<file path="src/rtl/aes_spi_master.sv">
// Serial front end for the AES SPI slave: shifts a block and key out on SIMO,
// waits for the core to settle, then reads 128 result bits back from SOMI.
module aes_spi_master #(
  parameter int unsigned Nk          = 4,
  parameter int unsigned WAIT_CYCLES = 2,
  parameter int unsigned RD_LAT      = 1
) (
  input  logic             clk,
  input  logic             rst,
  input  logic             start,
  input  logic [127:0]     msg_in,
  input  logic [Nk*32-1:0] key_in,
  input  logic             SOMI,
  output logic             SIMO,
  output logic             CSS,
  output logic             mode,
  output logic [127:0]     result,
  output logic             busy,
  output logic             done
);

  localparam int unsigned KeyBits = Nk * 32;

  localparam logic [8:0] MsgLast   = 9'd127;
  localparam logic [8:0] KeyLast   = 9'(KeyBits - 1);
  localparam logic [8:0] WaitLast  = 9'(WAIT_CYCLES - 1);
  localparam logic [8:0] ReadFirst = 9'(RD_LAT);
  localparam logic [8:0] ReadLast  = 9'(RD_LAT + 127);

  typedef enum logic [2:0] {
    StIdle,
    StSendMsg,
    StSendKey,
    StWait,
    StRead,
    StDone
  } state_e;

  state_e               state_q;
  logic [8:0]           cnt_q;
  logic [127:0]         msg_sr_q;
  logic [KeyBits-1:0]   key_sr_q;
  logic [8:0]           rd_idx;

  // Wraps high while still inside the read latency, so only the 128 data cycles sample.
  assign rd_idx = cnt_q - ReadFirst;

  always_ff @(posedge clk) begin
    if (rst) begin
      state_q  <= StIdle;
      cnt_q    <= '0;
      msg_sr_q <= '0;
      key_sr_q <= '0;
      SIMO     <= 1'b0;
      CSS      <= 1'b1;
      mode     <= 1'b0;
      busy     <= 1'b0;
      done     <= 1'b0;
      result   <= '0;
    end else begin
      done <= 1'b0;
      unique case (state_q)
        StIdle: begin
          if (start) begin
            state_q  <= StSendMsg;
            cnt_q    <= '0;
            msg_sr_q <= {1'b0, msg_in[127:1]};
            key_sr_q <= key_in;
            SIMO     <= msg_in[0];
            CSS      <= 1'b0;
            busy     <= 1'b1;
          end
        end
        StSendMsg: begin
          if (cnt_q == MsgLast) begin
            state_q  <= StSendKey;
            cnt_q    <= '0;
            SIMO     <= key_sr_q[0];
            key_sr_q <= key_sr_q >> 1;
          end else begin
            cnt_q    <= cnt_q + 9'd1;
            SIMO     <= msg_sr_q[0];
            msg_sr_q <= msg_sr_q >> 1;
          end
        end
        StSendKey: begin
          if (cnt_q == KeyLast) begin
            state_q <= StWait;
            cnt_q   <= '0;
            SIMO    <= 1'b0;
          end else begin
            cnt_q    <= cnt_q + 9'd1;
            SIMO     <= key_sr_q[0];
            key_sr_q <= key_sr_q >> 1;
          end
        end
        StWait: begin
          if (cnt_q == WaitLast) begin
            state_q <= StRead;
            cnt_q   <= '0;
            mode    <= 1'b1;
          end else begin
            cnt_q <= cnt_q + 9'd1;
          end
        end
        StRead: begin
          if (rd_idx < 9'd128) begin
            result <= {SOMI, result[127:1]};
          end
          if (cnt_q == ReadLast) begin
            state_q <= StDone;
            cnt_q   <= '0;
            CSS     <= 1'b1;
            mode    <= 1'b0;
            busy    <= 1'b0;
            done    <= 1'b1;
          end else begin
            cnt_q <= cnt_q + 9'd1;
          end
        end
        StDone: begin
          state_q <= StIdle;
          cnt_q   <= '0;
        end
        default: begin
          state_q <= StIdle;
          cnt_q   <= '0;
        end
      endcase
    end
  end

endmodule
</file>
<file path="config.mk">
export PLATFORM = sky130hd
export DESIGN_NAME = aes_spi_master
export DESIGN_NICKNAME = d
export VERILOG_FILES = /design/src/rtl/aes_spi_master.sv
export SDC_FILE = /design/constraint.sdc
export NUM_CORES = 1
export LEC_CHECK = 0
export ABC_AREA = 1
export ABC_CLOCK_PERIOD_IN_PS = 1900
export BUFFER_PORTS_ARGS = -buffer_cell sky130_fd_sc_hd__buf_2
export CAP_MARGIN = 5
export CORE_MARGIN = 3
export CORE_UTILIZATION = 39
export DETAILED_ROUTE_END_ITERATION = 8
export PLACE_DENSITY = 0.59
export SLEW_MARGIN = 20
export SYNTH_ARGS = -nofsm -noshare
export SYNTH_HDL_FRONTEND = slang
export SYNTH_SLANG_ARGS = --single-unit
</file>
<file path="constraint.sdc">
create_clock -name clk -period 1.9 [get_ports clk]
set_input_delay 0.475 -clock clk [delete_from_list [all_inputs] [get_ports clk]]
set_output_delay 0.475 -clock clk [all_outputs]
set_load 0.005 [all_outputs]
</file>
==> reports/metrics.cfg <==
[critical_path]
worstPathCellList = buf_4, nand2_1, nor2_2, nand2_4, o211ai_4, buf_12, clkbuf_16, clkbuf_16, nand2_1, nand2_1, nor2_1
cp.required_ps = 2340
worst_path_most_repeated_cell = nand2_1
crit_type = flop to flop
reg2reg_from = cnt_q[4]
cpPeakStageDelay_ps = 350
r2r-end = key_sr_q[85]
startpoint_type = flop
cp_max_fo = 9
crit_slowest_cell = dfxtp_1
cp.arrival_ps = 2310
rrSetupSlack_ps = 30
end_kind = flop
worstRegToRegCells = 11

[layout]
areaGrowthSynthToFinish_pct = 26.2
nets = 3398
nFillCells = 4677
stdcell_area_mm2 = 0.0236
layout-drive-gt1-share = 0.195

[sta]
max_clock_freq_ghz = 0.536
holdWs_ps = 172
setup_violations = 0
slew_headroom = 0.619
drv_slew = 0
hold_viol = 0
min_period_ps = 1870
rsz0062_at_grt = yes
tightest_slew_ps = 571
skew_ps = 17.7
period_share = 0.982

[routing]
wl_per_cell_um = 13.5
route.antenna.remaining_nets = 0
via_per_inst = 4.76
drt-initial-drc-count = 1154
vias = 18000
drt_first_pass_iters = 5
drc = 0
totalWireLength_um = 51100

[floorplanning]
start_util = 0.399
core_mm2 = 0.0470
die-height_um = 225
die_w_um = 225
rows = 79
die_area_mm2 = 0.0506
io_pins = 393

[clocking]
htreeDepth = 2
insertion_delay_ps = 550
root_buffer = clkbuf_16
cts.sinks = 400
cts_made_buffers = 45
clock_path_buffers = 3
cts_tree = yes
clk_pin_slew_ps = 60

[logic_synthesis]
syn_area_mm2 = 0.0187
synth_seq_cells = 400
syn_avg_cell_area_um2 = 6.73
synth_nets = 3044
ys_seq_area_frac = 0.428
syn_inst = 2781
ys_types = 24
yosysWarnings = 0

[global_route]
grt_pass1_wl_um = 78800
grt_max_degree = 128
grt_usage = 0.184
grt_pass1_vias = 16200
antenna_found_initial = 16
gr-total-overflow = 0

[place]
gp_congestion = 0.789
placedInstanceArea_mm2 = 0.0216
port_buffers = 392
post-dp-hpwl_um = 33400

[power_and_ir_drop]
p_leak_nw = 12.0
power_per_cell_area_mw_per_mm2 = 1490
peakVddDrop_v = 0.00101

[status]
status = completed

[job]
drv_cap = 0

[min_path]
hold_path_class = input port to flop
min_to = msg_sr_q[126]
hold_depth = 3
hold_start = msg_in[127]

-- metal layers --
metal	vias to the layer above	wire length [um]	GRT usage
li1	9353	-	-
met1	8096	22900	0.238
met2	389	23500	0.304
met3	97	3350	0.0474
met4	18	1150	0.0554
met5	-	124	0
-- where the power goes --
part	switching (mW)	internal [mW]
Combinational	8.71	6.26
Clock	3.36	5.11
Sequential	0.943	10.8
Total	13.0	22.1
-- sequential cells by signal, indices dropped and copies added, names as in the netlist --
name and flops:
msg_sr_q 127, key_sr_q 128, CSS 1, state_q 3
SIMO 1, result 128, cnt_q 9, busy 1
mode 1, done 1
-- cells in the final DEF, fill, tap and decap left out, types with 3 or more instances in the layout --
master,instances
nand2_1,785
nor2_1,532
dfxtp_1,393
buf_2,392
inv_1,270
nand3_1,262
o21ai_0,134
o211a_1,126
clkbuf_16,58
buf_4,47
buf_12,35
nand2_2,20
clkbuf_1,13
a21oi_1,9
buf_6,8
diode_2,7
buf_16,7
nor2_2,6
inv_2,5
nor3_1,5
nand2_4,5
xor2_1,5
bufinv_16,5
dfxtp_2,5
nand4_1,4
nor2_4,4
clkinv_2,4
clkbuf_8,3
clkinvlp_4,3
-- area by class of cell --
| cell class | count | area, um2 | area share |
|---|---|---|---|
| clock buffer | 61 | 1220 | 0.0515 |
| tap | 607 | 759 | 0.0321 |
| sequential | 400 | 8020 | 0.340 |
| clock inverter | 10 | 183 | 0.00773 |
| timing repair buffer | 502 | 3620 | 0.153 |
| antenna | 7 | 17.5 | 0.000741 |
| multi-input combinational | 1907 | 8740 | 0.370 |
| timing repair inverter | 1 | 5.00 | 0.000212 |
| inverter | 278 | 1060 | 0.0448 |
-- synth_stat cells, drive strengths merged --
library cell,n,area (um2)
inv,278,1040
dfxtp,400,8010
o211a,126,1260
nand4,4,25.0
ha,3,37.5
o21ai,136,681
o211ai,1,12.5
a31oi,1,6.26
xor2,7,61.3
nor3,5,25.0
nand2,810,3050
a21oi,9,45.0
nand3,263,1320
buf,121,810
nor2,542,2040
clkbuf,75,282
-- worst max-delay path by stage --
stage | from | endpoint | depth (start not counted)
3_3_place_gp | cnt_q[0] | result[121] | 10
4_1_cts | cnt_q[0] | result[0] | 10
6_report | cnt_q[4] | key_sr_q[85] | 11
5_1_grt | cnt_q[0] | key_sr_q[121] | 11
2_1_floorplan | cnt_q[0] | msg_sr_q[47] | 10
3_5_place_dp | cnt_q[0] | result[4] | 10
-- kinds of logic (layout without fill, tap and decap cells) --
kind of cell | after synthesis | count (layout) | share of synthesized area
simple gates | 1624 | 1624 | 0.346
other cells | 0 | 7 | 0
flops | 400 | 400 | 0.428
fa+ha+maj | 3 | 3 | 0.00201
xor+xnor | 7 | 7 | 0.00328
compound gates | 273 | 273 | 0.107
buf+inv | 474 | 852 | 0.114
-- worst max-delay path: cells and delay by family, from the launching register on --
family	cells	cell delay [ps]
AOI/OAI and AO/OA	1	270
buffers and inverters	4	650
DFF	1	350
and+or+nand+nor	6	480
-- through the flow --
step | worst slack [ps] | std cells | power (mW) | util | TNS (ps)
floorplan | 181 | 2781 | 21.8 | - | 0
global placement | 67.9 | 3669 | 24.5 | 0.459 | 0
detailed placement | -5.89 | 3669 | 24.9 | 0.459 | -8.33
CTS | 9.52 | 3740 | 33.6 | 0.489 | 0
global route | -41.7 | 3770 | 38.0 | 0.503 | -1160
finish | 33.4 | 3773 | 35.1 | 0.503 | 0
-- what timing repair did --
action,CTS,global route
pin swaps,0,18
cloned,0,21
hold buffers,0,0
endpoints found under the setup margin,27,365
resized for setup,1,58
setup buffers,0,5
No activity file was read; power rests on OpenSTA's default activity.
